**src/rtl/imm_extend_pipe.sv**
```systemverilog
// RISC-V immediate generator: extracts I/S/B/U/J/Z immediates and sign/zero-extends to XLEN, optional negate.
// Latency: 2 cycles (stage 1 extract/extend, stage 2 negate/output); 1 result per cycle sustained.
// Backpressure: valid/ready; holds up to 2 entries; i_flush drops both. Build with IMM_NEG_EN to honour i_neg.
module imm_extend_pipe #(
    parameter int XLEN = 32
) (
    input  logic            i_clk,
    input  logic            i_reset_n,
    input  logic            i_flush,
    input  logic            i_in_valid,
    output logic            o_in_ready,
    input  logic [31:0]     i_instr,
    input  logic [2:0]      i_fmt,
    input  logic            i_uns,
    input  logic            i_neg,
    output logic            o_out_valid,
    input  logic            i_out_ready,
    output logic [XLEN-1:0] o_imm,
    output logic            o_err
);

    localparam logic [2:0] FMT_I = 3'd0;
    localparam logic [2:0] FMT_S = 3'd1;
    localparam logic [2:0] FMT_B = 3'd2;
    localparam logic [2:0] FMT_U = 3'd3;
    localparam logic [2:0] FMT_J = 3'd4;
    localparam logic [2:0] FMT_Z = 3'd5;

    logic            r_s1_vld;
    logic [XLEN-1:0] r_s1_ext;
    logic            r_s1_err;
    logic            r_s2_vld;
    logic [XLEN-1:0] r_s2_imm;
    logic            r_s2_err;

    logic            w_sx;
    logic [31:0]     w_u_fld;
    logic [XLEN-1:0] w_ext;
    logic            w_err;
    logic [XLEN-1:0] w_s2_val;
    logic            w_s2_open;
    logic            w_s1_open;

    // Stage 2 can take new data when empty or its output leaves this edge;
    // stage 1 likewise when empty or draining into stage 2.
    assign w_s2_open  = !r_s2_vld || i_out_ready;
    assign w_s1_open  = !r_s1_vld || w_s2_open;
    assign o_in_ready = !i_flush && w_s1_open;

    // Sign bit source is gated by UNS; U and Z ignore it below.
    assign w_sx    = !i_uns && i_instr[31];
    assign w_u_fld = {i_instr[31:12], 12'b0};

    // Field extraction and extension per instruction format.
    always_comb begin
        w_ext = '0;
        w_err = 1'b0;
        case (i_fmt)
            FMT_I: w_ext = {{(XLEN-12){w_sx}}, i_instr[31:20]};
            FMT_S: w_ext = {{(XLEN-12){w_sx}}, i_instr[31:25], i_instr[11:7]};
            FMT_B: w_ext = {{(XLEN-13){w_sx}}, i_instr[31], i_instr[7],
                            i_instr[30:25], i_instr[11:8], 1'b0};
            FMT_U: w_ext = {{(XLEN-31){w_u_fld[31]}}, w_u_fld[30:0]};
            FMT_J: w_ext = {{(XLEN-21){w_sx}}, i_instr[31], i_instr[19:12],
                            i_instr[20], i_instr[30:21], 1'b0};
            FMT_Z: w_ext = {{(XLEN-5){1'b0}}, i_instr[19:15]};
            default: begin
                w_ext = '0;
                w_err = 1'b1;
            end
        endcase
    end

`ifdef IMM_NEG_EN
    logic r_s1_neg;
    logic w_unused_bits;

    // Opcode bits never feed an immediate.
    assign w_unused_bits = ^i_instr[6:0];

    // Two's-complement negate; wraps, so the most-negative value maps to itself.
    assign w_s2_val = r_s1_neg ? (~r_s1_ext + XLEN'(1)) : r_s1_ext;

    // Negate request travels with its entry through stage 1.
    always_ff @(posedge i_clk or negedge i_reset_n) begin
        if (!i_reset_n) begin
            r_s1_neg <= 1'b0;
        end else if (!i_flush && w_s1_open && i_in_valid) begin
            r_s1_neg <= i_neg;
        end
    end
`else
    logic w_unused_bits;

    // Negate disabled: NEG is ignored and stage 2 is a plain register.
    assign w_unused_bits = ^{i_instr[6:0], i_neg};
    assign w_s2_val      = r_s1_ext;
`endif

    // Stage 1: capture the extended immediate of an accepted input.
    always_ff @(posedge i_clk or negedge i_reset_n) begin
        if (!i_reset_n) begin
            r_s1_vld <= 1'b0;
            r_s1_ext <= '0;
            r_s1_err <= 1'b0;
        end else if (i_flush) begin
            r_s1_vld <= 1'b0;
        end else if (w_s1_open) begin
            r_s1_vld <= i_in_valid;
            if (i_in_valid) begin
                r_s1_ext <= w_ext;
                r_s1_err <= w_err;
            end
        end
    end

    // Stage 2: output register; holds stable while the consumer stalls,
    // and is cleared on flush so no dropped value is left on the bus.
    always_ff @(posedge i_clk or negedge i_reset_n) begin
        if (!i_reset_n) begin
            r_s2_vld <= 1'b0;
            r_s2_imm <= '0;
            r_s2_err <= 1'b0;
        end else if (i_flush) begin
            r_s2_vld <= 1'b0;
            r_s2_imm <= '0;
            r_s2_err <= 1'b0;
        end else if (w_s2_open) begin
            r_s2_vld <= r_s1_vld;
            if (r_s1_vld) begin
                r_s2_imm <= w_s2_val;
                r_s2_err <= r_s1_err;
            end
        end
    end

    assign o_out_valid = r_s2_vld;
    assign o_imm       = r_s2_imm;
    assign o_err       = r_s2_err;

endmodule

```
**config.mk**
```make
export PLATFORM = sky130hd
export DESIGN_NAME = imm_extend_pipe
export DESIGN_NICKNAME = d
export VERILOG_FILES = /design/src/rtl/imm_extend_pipe.sv
export SDC_FILE = /design/constraint.sdc
export NUM_CORES = 1
export LEC_CHECK = 0
export BUFFER_PORTS_ARGS = -buffer_cell sky130_fd_sc_hd__buf_2
export CAP_MARGIN = 10
export CORE_MARGIN = 1.5
export CORE_UTILIZATION = 29
export CTS_BUF_LIST = sky130_fd_sc_hd__clkbuf_16
export DETAILED_ROUTE_END_ITERATION = 8
export SYNTH_ARGS = -nofsm -noshare
export SYNTH_HDL_FRONTEND = slang
export SYNTH_SLANG_ARGS = --single-unit
```
**constraint.sdc**
```tcl
create_clock -name i_clk -period 1.75 [get_ports i_clk]
set_input_delay 0.35 -clock i_clk [delete_from_list [all_inputs] [get_ports i_clk]]
set_output_delay 0.35 -clock i_clk [all_outputs]
set_load 0.05 [all_outputs]
```
Yosys cells after proc, flatten, opt, wreduce, memory -nomap -nowiden
Index checks and enable logic that the tools add are counted.
- register bits after elaboration: 68
- latch bits: 0
- memory bits (writable): 0
- memory bits (read-only): 0
- logic and storage cells: 39
- memories kept: 0
- add/sub/neg operators: 0
- multiply operators: 0
- divide/modulo/power cells: 0
- magnitude comparators: 0
- equal/unequal tests: 5
- shifts and indexed selects: 0
- muxes and demuxes: 12
- bitwise logic cells: 1
- reduce and logical (&&, ||, !) cells: 15
- operator list (operator ; count):
    $pmux W32 S6 ; 1
    $mux W32 ; 3
    $mux W1 ; 8
    $eq A3 B2 Y1 const B ; 2
    $eq A3 B3 Y1 const B ; 2
    $reduce_bool A2 Y1 ; 3
    $reduce_or A6 Y1 ; 1
    $logic_not A1 Y1 ; 4
    $eq A3 B1 Y1 const B ; 1
    $logic_not A3 Y1 ; 1
    $reduce_and A3 Y1 ; 1
    $logic_and A1 B1 Y1 ; 2
    $logic_or A1 B1 Y1 ; 2
    $reduce_and A2 Y1 ; 1
    $not A1 Y1 ; 1

Logic depth before layout (Yosys ltp)
Gate-level depths: netlist (run 1).
- word-level depth: 5
- gate-level depth with buffers: 6
- gate-level depth less buffers: 4

Least setup slack after synthesis (run 1)
OpenSTA, ideal clock, no wires.
- path type: reg2out
- start: register r_s2_vld, in the netlist o_out_valid
- end: output port o_in_ready
- arrival: 1.473 ns
- slack: -0.073 ns
- stages on the path, launching flop included: 4
- path buffers: 0
- path through: dfrtp_1 -> nand2b_1 -> nor2_1 -> nor2_1
- word-level cells in the longest chain between the ends: 4
- ends and longest elaborated chain (item ; line ; RTL):
    from (decl) ; 32 ; logic r_s2_vld;
    from (signal assigned) ; 129 ; r_s2_vld <= r_s1_vld;
    $logic_not A1 Y1 ; 46 ; assign w_s2_open = !r_s2_vld || i_out_ready;
    $logic_or A1 B1 Y1 ; 46 ;
    $logic_or A1 B1 Y1 ; 47 ; assign w_s1_open = !r_s1_vld || w_s2_open;
    $logic_and A1 B1 Y1 ; 48 ; assign o_in_ready = !i_flush && w_s1_open;
    to (decl) ; 11 ; output logic o_in_ready,
Every way passes these cells.

Worst setup path in the final report (run 1)
Ends and elaborated chain as after synthesis.

==> metrics.txt, run 1 <==
Max VDD drop=0.495 mV; status=finished, final reports clean; Startpoint Class=register; Placed Area=3330 sq um; GRT Overall Usage=0.142; final core occ=0.396; CP top delay family=flip-flops; setup TNS=0 ns; CP endpoint kind=output pin; clock tree buffer depth=2; Die Wd=101 um; Max Clk Rate=0.608 GHz; Buf/Inv on CP=1; GPL Wtd Cong=0.804; root buffer cell=clkbuf_16; cell count after placement=436; critical path type=reg2out; Routed WL=between 6000 and 7000 um; ys flop type=dfrtp_1; layout cells sized above 1=0.297; Overflow after GRT=0; Final Hold Fails=0; First-pass DRT Iterations=4; post-synth top area share=0.609; antenna diode count=0; WL met2=~3100 um; top cell type by total area after synthesis=dfrtp_1; Final Cell Area=3670 sq um; Syn Std Cell Area=2790 sq um; Pwr Density=1190 nW/um^2; vias in the first global route=2,070; routed wire length on met3=402 um; Worst Clk Skew=0.00381 ns; CTS sink cnt=68; max-slew violation count=0; worst slew pin tran=0.386 ns; Avg Vias per Cell=4.71; Yosys reg bits=68; initial antenna violation count=0; CP max FO=4; worst endpoint required time=1.40 ns; die height=101 um; data arrival time of the critical path=1.29 ns; Syn Nets=around 290; clk slew on worst S/H paths=0.06 ns; EDFF count, synth=0; Mapped Cells=246; H-tree levels=3; DRC=0; max_cap viols=0; Clk Latency, worst-skew pair=0.33 ns; RSZ-0062 raised after global routing=no; yosys warns=0; routed length on met1=3280 um; min Tclk post-route=1.64 ns; DP HPWL=4720 um; PortBufs=68; final antenna-violating net count=0; first-pass GRT wire length=10,900 um; First DRT Iteration DRCs=169; CTS buffer count=9; Starting Density=0.301; # resized after CTS=0; max incr delay on CP=0.38 ns; die area=10,200 sq um; Final Non-Filler Cells=452; Worst Hold Class=in2async; crit-path cells=nand2b_1 -> nor2_1 -> nor2_2 -> buf_2; nets=360; largest net degree at the start of global routing=69; # hold bufs at CTS=0; wire per inst=15.2 um; Synth cell types=29; I/O Pins=77; final worst-path cycle share=0.940; register area share after synthesis=0.609; average size of a mapped cell=11.4 sq um; routed vias=about 2,100; top routing layer used=met4; cell row count=35; final setup fails=0; Core Area=9280 sq um; area grow syn2layout=31.5%; slowest CP cell=dfrtp_1; CTS tree=built; synth top area cells=dfrtp_1 (61%), a22o_1 (12%), a21oi_1 (5.0%); Relative slew margins=0.742; # Post-CTS Setup Buffers=0; ys async rst share=1.00; Pleak=0.00187 uW
-- cell usage in the layout, fill, tap and decap left out, types with 2 or more instances in the layout --
cell type and count:
a21oi_1 27, nand3b_1 2, buf_2 68, a221oi_1 4, nor3b_1 3, a22o_1 39
dfrtp_1 68, o21ai_0 2, buf_4 6, bufinv_16 3, nand2_1 26, a21o_1 13
buf_12 4, nor2_1 20, nand2b_1 4, clkbuf_16 9, nor2_2 2, a31oi_1 4
clkinv_1 2
-- per-layer routing --
layer  global-route usage  vias to the layer above
li1                     -                     1047
met1                0.197                     1028
met2                0.208                       52
met3               0.0455                        2
met4               0.0556                        0
met5                    0                        -
-- kinds of logic (layout without fill, tap and decap cells) --
logic type                 after synthesis  in the layout  synth area share
muxes                                    1              1           0.00358
adders and majority gates                1              1           0.00403
AOI/OAI and AO/OA                       93             93             0.241
DFF                                     68             68             0.609
xor gates and xnor gates                 1              1           0.00314
and+or+nand+nor                         64             64             0.104
buffers and inverters                   18             95            0.0349
-- through the flow --
step           worst slack, ns  total power [uW]  hold slack, ns
2_1_floorplan            0.148              2160          0.0544
3_3_place_gp             0.177              2360           0.396
3_5_place_dp             0.167              2370           0.406
4_1_cts                 0.0908              4420          0.0600
5_1_grt                 0.0423              4580          0.0683
6_report                 0.106              4380          0.0412
-- Yosys cell counts, types with 3 or more instances --
master,count
dfrtp_1,68
a22o_1,39
a21oi_1,28
nand2_1,26
nor2_1,22
a21o_1,13
clkbuf_1,8
buf_2,6
a221oi_1,4
a31oi_1,4
nand2b_1,4
buf_6,3
nor3b_1,3
-- report_power, final --
part	internal (uW)	total, uW	switching (uW)	leakage (uW)
registers	1710	1790	76.6	0.000896
logic	193	552	358	0.000817
clock network	1390	2040	659	0.000161
total	3290	4380	1090	0.00187
-- final timing paths --
path | depth (start not counted) | from | to | slack (ns)
max reg2reg | 4 | r_s1_vld | r_s1_ext[7] | 0.33
min | 2 | i_reset_n | o_imm[9] | 0.04
min reg2reg | 1 | r_s1_ext[24] | r_s1_ext[24] | 0.48
max in group asynchronous | 2 | i_reset_n | o_out_valid | 1.43
min in group i_clk | 2 | i_instr[28] | r_s1_ext[8] | 0.26
max | 4 | o_out_valid | o_in_ready | 0.11
-- final cells by class --
cell class | count | area (sq um)
tap | 129 | 161
inverter | 1 | 3.75
clock inverter | 7 | 114
fill | 940 | 5610
clock buffer | 9 | 225
sequential | 68 | 1700
timing repair buffer | 78 | 465
multi-input combinational | 160 | 1000
-- sequential cells by signal (all words and copies together), names as in the netlist --
signal / flops
r_s1_err: 1
o_imm: 32
r_s1_ext: 32
o_err: 1
r_s1_vld: 1
o_out_valid: 1
Note: power is estimated with default switching activity, not from simulation.
==> inputs of run 2 (changes only) <==
--- a/config.mk
+++ b/config.mk
@@ -11,6 +11,7 @@
 export CORE_UTILIZATION = 29
 export CTS_BUF_LIST = sky130_fd_sc_hd__clkbuf_16
 export DETAILED_ROUTE_END_ITERATION = 8
+export RECOVER_POWER = 50
 export SYNTH_ARGS = -nofsm -noshare
 export SYNTH_HDL_FRONTEND = slang
 export SYNTH_SLANG_ARGS = --single-unit
==> metrics.txt, run 2 (synthesis results as in run 1) <==
cell row count=35 (unchanged); most frequent cells in the layout=dfrtp_1 (68), buf_2 (61), a22o_1 (39), a21oi_1 (27), nand2_1 (26); status=finished, final reports clean; First DRT Iteration DRCs=182 (+7.7%); Max VDD drop=0.494 mV (about the same); Relative slew margins=0.387 (-0.354); setup TNS=0 ns (unchanged); Fillers=946 (+0.64%); # resized after CTS=0 (unchanged); Reg2Reg Setup Slack=0.34 ns (about the same); PortBufs=68 (unchanged); cell count after placement=436 (unchanged); H-tree levels=3 (unchanged); critical path type=reg2out; data arrival time of the critical path=1.29 ns (about the same); # hold bufs at CTS=0 (unchanged); Final Non-Filler Cells=452 (unchanged); wire per inst=15.1 um (-0.17%); PnR worst setup slack=0.106 ns (+0.000707 ns); CP max FO=4 (unchanged); R2R cell count=4 (unchanged); final setup fails=0 (unchanged); largest net degree at the start of global routing=69 (unchanged); layout cells sized above 1=0.276 (-0.0217); CP Launch Point=o_out_valid; overall power=4380 uW (-0.14%); die area=10,200 sq um (unchanged); GPL Wtd Cong=0.804 (unchanged); antenna diode count=0 (unchanged); Core Area=9280 sq um (unchanged); CP Capture Point=o_in_ready; Final Hold Fails=0 (unchanged); CTS sink cnt=68 (unchanged); clk slew on worst S/H paths=0.06 ns (about the same); GRT Overall Usage=0.142 (unchanged); final antenna-violating net count=0 (unchanged); First-pass DRT Iterations=4 (unchanged); Worst Clk Skew=0.00389 ns (+0.0000799 ns); I/O Pins=77 (unchanged); root buffer cell=clkbuf_16; initial antenna violation count=0 (unchanged); Clk Latency, worst-skew pair=0.33 ns (about the same); nets=360 (unchanged); DRC=0 (unchanged); worst reg2reg startpoint=r_s1_vld; Worst Hold Class=in2reg; first-pass GRT wire length=10,900 um (unchanged); Pleak=0.00184 uW (-1.9%); Die Wd=101 um (unchanged); max_cap viols=0 (unchanged); Overflow after GRT=0 (unchanged); RSZ-0062 raised after global routing=no; Startpoint Class=register; worst endpoint required time=1.40 ns (about the same); Max Clk Rate=0.608 GHz (about the same); clock tree buffer depth=2 (unchanged); Routed WL=6850 um (-0.17%); Pwr Density=1200 nW/um^2 (+0.51%); min Tclk post-route=1.64 ns (-0.000707 ns); CTS buffer count=9 (unchanged); max-slew violation count=0 (unchanged); area grow syn2layout=30.7%; worst reg2reg path endpoint=r_s1_ext[7]; CP endpoint kind=output pin; routed vias=2,128 (-0.047%); DP HPWL=4720 um (unchanged); vias in the first global route=2,070 (unchanged); commonest non-fill, non-tap cell in the layout=dfrtp_1; pre-CTS setup slack=0.167 ns (unchanged); Avg Vias per Cell=4.71 (about the same); Starting Density=0.301 (unchanged); worst slew pin tran=0.919 ns (+0.533 ns); CTS tree=built; die height=101 um (unchanged); final worst-path cycle share=0.939 (about the same); # Post-CTS Setup Buffers=0 (unchanged)
-- run 2: changes by cell type in the layout (fill, tap and decap cells not counted), sizes merged --
| cell | change |
|---|---|
| clkbuf | +9 |
| buf | -9 |
-- run 2: area by class of cell --
cell class	instances	area, sq um	share of cell area
sequential	68	1700	0.466
multi-input combinational	160	1000	0.275
timing repair buffer	78	442	0.121
tap	129	161	0.0442
clock inverter	7	114	0.0312
inverter	1	3.75	0.00103
clock buffer	9	225	0.0617
-- run 2: through the flow --
stage               instance area [sq um]  utilization  hold WS, ns
floorplan                            2800            -       0.0544
global placement                     3330        0.359        0.396
detailed placement                   3330        0.359        0.406
CTS                                  3670        0.396       0.0600
global route                         3650        0.393        0.258
finish                               3650        0.393        0.257
-- run 2: worst max-delay path, stage by stage, from the launching register on --
cell and delay (ns):
dfrtp_1 0.38, nand2b_1 0.16, nor2_1 0.09, nor2_2 0.08, buf_2 0.26
-- run 2: how the worst min path moves through the flow --
stage / from / endpoint / slack (ns) / depth (start not counted)
2_1_floorplan: i_reset_n / o_err / 0.05 / 0
3_3_place_gp: i_reset_n / o_imm[9] / 0.40 / 2
3_5_place_dp: i_reset_n / o_imm[7] / 0.41 / 2
4_1_cts: i_reset_n / o_imm[9] / 0.06 / 2
5_1_grt: i_instr[25] / r_s1_ext[5] / 0.26 / 2
6_report: i_instr[28] / r_s1_ext[8] / 0.26 / 2
-- run 2: layer usage --
| metal | share of wire | up-vias | global-route usage |
|---|---|---|---|
| li1 | - | 1050 | - |
| met1 | 0.47 | 1018 | 0.197 |
| met2 | 0.46 | 58 | 0.208 |
| met3 | 0.063 | 2 | 0.0455 |
| met4 | 0.0045 | 0 | 0.0556 |
| met5 | 0 | - | 0 |
-- run 2: power breakdown --
| part | leakage [uW] | switching (uW) | total [uW] | internal (uW) |
|---|---|---|---|---|
| Sequential | 0.000896 | 76.8 | 1790 | 1710 |
| Clock | 0.000161 | 659 | 2040 | 1390 |
| Combinational | 0.000782 | 358 | 545 | 186 |
| Total | 0.00184 | 1090 | 4380 | 3280 |
==> inputs of run 3 (changes only) <==
--- a/config.mk
+++ b/config.mk
@@ -5,11 +5,12 @@
 export SDC_FILE = /design/constraint.sdc
 export NUM_CORES = 1
 export LEC_CHECK = 0
+export ABC_AREA = 1
 export BUFFER_PORTS_ARGS = -buffer_cell sky130_fd_sc_hd__buf_2
 export CAP_MARGIN = 10
 export CORE_MARGIN = 1.5
 export CORE_UTILIZATION = 29
-export CTS_BUF_LIST = sky130_fd_sc_hd__clkbuf_16
+export CTS_BUF_LIST = sky130_fd_sc_hd__clkbuf_8
 export DETAILED_ROUTE_END_ITERATION = 8
 export RECOVER_POWER = 50
 export SYNTH_ARGS = -nofsm -noshare
==> metrics.txt, run 3 <==
status=finished, final reports clean; Syn Nets=436 (+51%); average size of a mapped cell=7.90 sq um (-30%); yosys warns=0 (unchanged); PortBufs=68 (unchanged); crit-path cells=nand3_1 -> nand2_1 -> inv_1 -> buf_2; CTS buffer count=9 (unchanged); EDFF count, synth=0 (unchanged); DP HPWL=5540 um (+17%); ys async rst share=1.00 (unchanged); cell row count=37 (+5.7%); switching fraction of total power=0.287 (+0.0366); clk slew on worst S/H paths=0.07 ns (about the same); final worst-path cycle share=0.892 (-0.0470); first-pass GRT wire length=12,500 um (+15%); root buffer cell=clkbuf_8; # hold bufs at CTS=0 (unchanged); antenna diode count=0 (unchanged); count leader, synth=nand2_1; final core occ=0.367 (-0.0266); layout cells sized above 1=0.206 (-0.0695); Max Clk Rate=0.641 GHz (+5.3%); # Post-CTS Setup Buffers=0 (unchanged); max_cap viols=0 (unchanged); die height=107 um (+5.4%); top cell type by total area after synthesis=dfrtp_1; GPL Wtd Cong=0.900 (+12%); Starting Density=0.300 (-0.000616); Hold Slack=0.246 ns (-0.0108 ns); Clk Latency, worst-skew pair=0.35 ns (+0.02 ns); routed vias=2,722 (+28%); I/O Pins=77 (unchanged); Pleak=0.00211 uW (+15%); CTS sink cnt=68 (unchanged); CTS tree=built; PnR worst setup slack=0.189 ns (+0.0823 ns); Fillers=1,106 (+17%); Core Area=10,400 sq um (+12%); Pwr Density=949 nW/um^2 (-21%); synth top area cells=dfrtp_1 (55%), nand2_1 (13%), nand3_1 (9.2%); Synth cell types=13 (-55%); internal power=2570 uW (-22%); Syn Std Cell Area=3110 sq um (+11%); Logic pwr share=0.152 (+0.028); ys flop type=dfrtp_1; list of most frequent post-synthesis cells=nand2_1 (109), dfrtp_1 (68), nand3_1 (57); Startpoint Class=register; setup TNS=0 ns (unchanged); Overflow after GRT=0 (unchanged); Yosys reg bits=68 (unchanged); Die Wd=107 um (+5.4%); Placed Area=3620 sq um (+8.5%); # resized after CTS=0 (unchanged); initial antenna violation count=1 (+1); area grow syn2layout=22.1%; CP max FO=3 (-1); worst endpoint required time=1.40 ns (about the same); max incr delay on CP=0.40 ns (+0.02 ns); Avg Vias per Cell=4.52 (-4.0%); final antenna-violating net count=0 (unchanged); Max VDD drop=0.297 mV (-40%); slowest CP cell=dfrtp_1; clock tree buffer depth=2 (unchanged); DRC=0 (unchanged); commonest non-fill, non-tap cell in the layout=nand2_1; GRT Overall Usage=0.141 (-0.000614); critical path type=reg2out; nets=504 (+40%); RSZ-0062 raised after global routing=no; Psw=1030 uW (-5.4%); CP endpoint kind=output pin; wire per inst=12.8 um (-16%); max-slew violation count=0 (unchanged); register area share after synthesis=0.547 (-0.0627); H-tree levels=3 (unchanged); clock share of power=0.364 (-0.103); Worst Clk Skew=0.0135 ns (+0.00961 ns); pre-CTS setup slack=0.0961 ns (-0.0706 ns); most frequent cells in the layout=nand2_1 (109), buf_2 (69), dfrtp_1 (68), nand3_1 (57), inv_1 (53); post-synth top area share=0.547 (-0.0627); min Tclk post-route=1.56 ns (-0.0823 ns); Final Cell Area=3800 sq um (+4.1%); vias in the first global route=2,582 (+25%); Final Hold Fails=0 (unchanged); data arrival time of the critical path=1.21 ns (-0.08 ns); die area=11,400 sq um (+11%); First DRT Iteration DRCs=154 (-15%); First-pass DRT Iterations=4 (unchanged); worst slew pin tran=1.48 ns (+0.565 ns); final setup fails=0 (unchanged); Relative slew margins=0.0104 (-0.377); Worst Hold Class=in2reg; largest net degree at the start of global routing=69 (unchanged); Mapped Cells=394 (+60%); Routed WL=7690 um (+12%); share of power burned in registers=0.485 (+0.077)
## run 3: metrics by stage
step           power, uW  std cells
2_1_floorplan       2130        394
5_1_grt             3780        602
6_report            3610        602
3_3_place_gp        2330        587
4_1_cts             3650        602
3_5_place_dp        2340        587
## run 3: final timing paths
kind / endpoint / slack [ns] / from / cells after the start
max in group asynchronous: r_s1_ext[8] / 0.39 / i_reset_n / 2
worst min-delay path: o_out_valid / 0.25 / i_flush / 2
min in group asynchronous: o_imm[15] / 0.44 / i_reset_n / 2
worst max register to register: o_out_valid / 0.41 / o_out_valid / 4
worst max-delay path: o_in_ready / 0.19 / r_s1_vld / 4
worst min register to register: r_s1_ext[29] / 0.48 / r_s1_ext[29] / 2
## run 3: worst max-delay path, delay by kind of cell, from the launching register on
family,cells,cell delay [ns]
and+or+nand+nor,2,0.18
buffers and inverters,2,0.29
DFF,1,0.40
## run 3: final cells by class
class / instances / area [sq um] / share of cell area
repair buffers: 78 / 423 / 0.111
well taps: 136 / 170 / 0.0448
inverters: 55 / 206 / 0.0543
clock buffers: 11 / 151 / 0.0398
clock inverters: 4 / 50.0 / 0.0132
multi-input cells: 250 / 1100 / 0.289
flip-flops and latches: 68 / 1700 / 0.448
## run 3: kinds of logic after synthesis
logic type | share of synthesized area
simple gates | 0.271
buf+inv | 0.100
flops | 0.547
compound gates | 0.0820
## run 3: per-layer routing
layer	up-vias	global-route usage	part of all wire
met5	-	0	0.0021
li1	1378	-	-
met3	11	0.0486	0.064
met1	1265	0.177	0.44
met4	2	0.0552	0.014
met2	66	0.225	0.47
## run 3: power by group through the flow
| stage | Clock [uW] | Sequential [uW] | Combinational, uW |
|---|---|---|---|
| 4_1_cts | 1330 | 1750 | 560 |
| 3_3_place_gp | 0 | 1780 | 553 |
| 3_5_place_dp | 0 | 1780 | 558 |
| 5_1_grt | 1410 | 1760 | 612 |
| 2_1_floorplan | 0 | 1880 | 247 |
| 6_report | 1310 | 1750 | 547 |
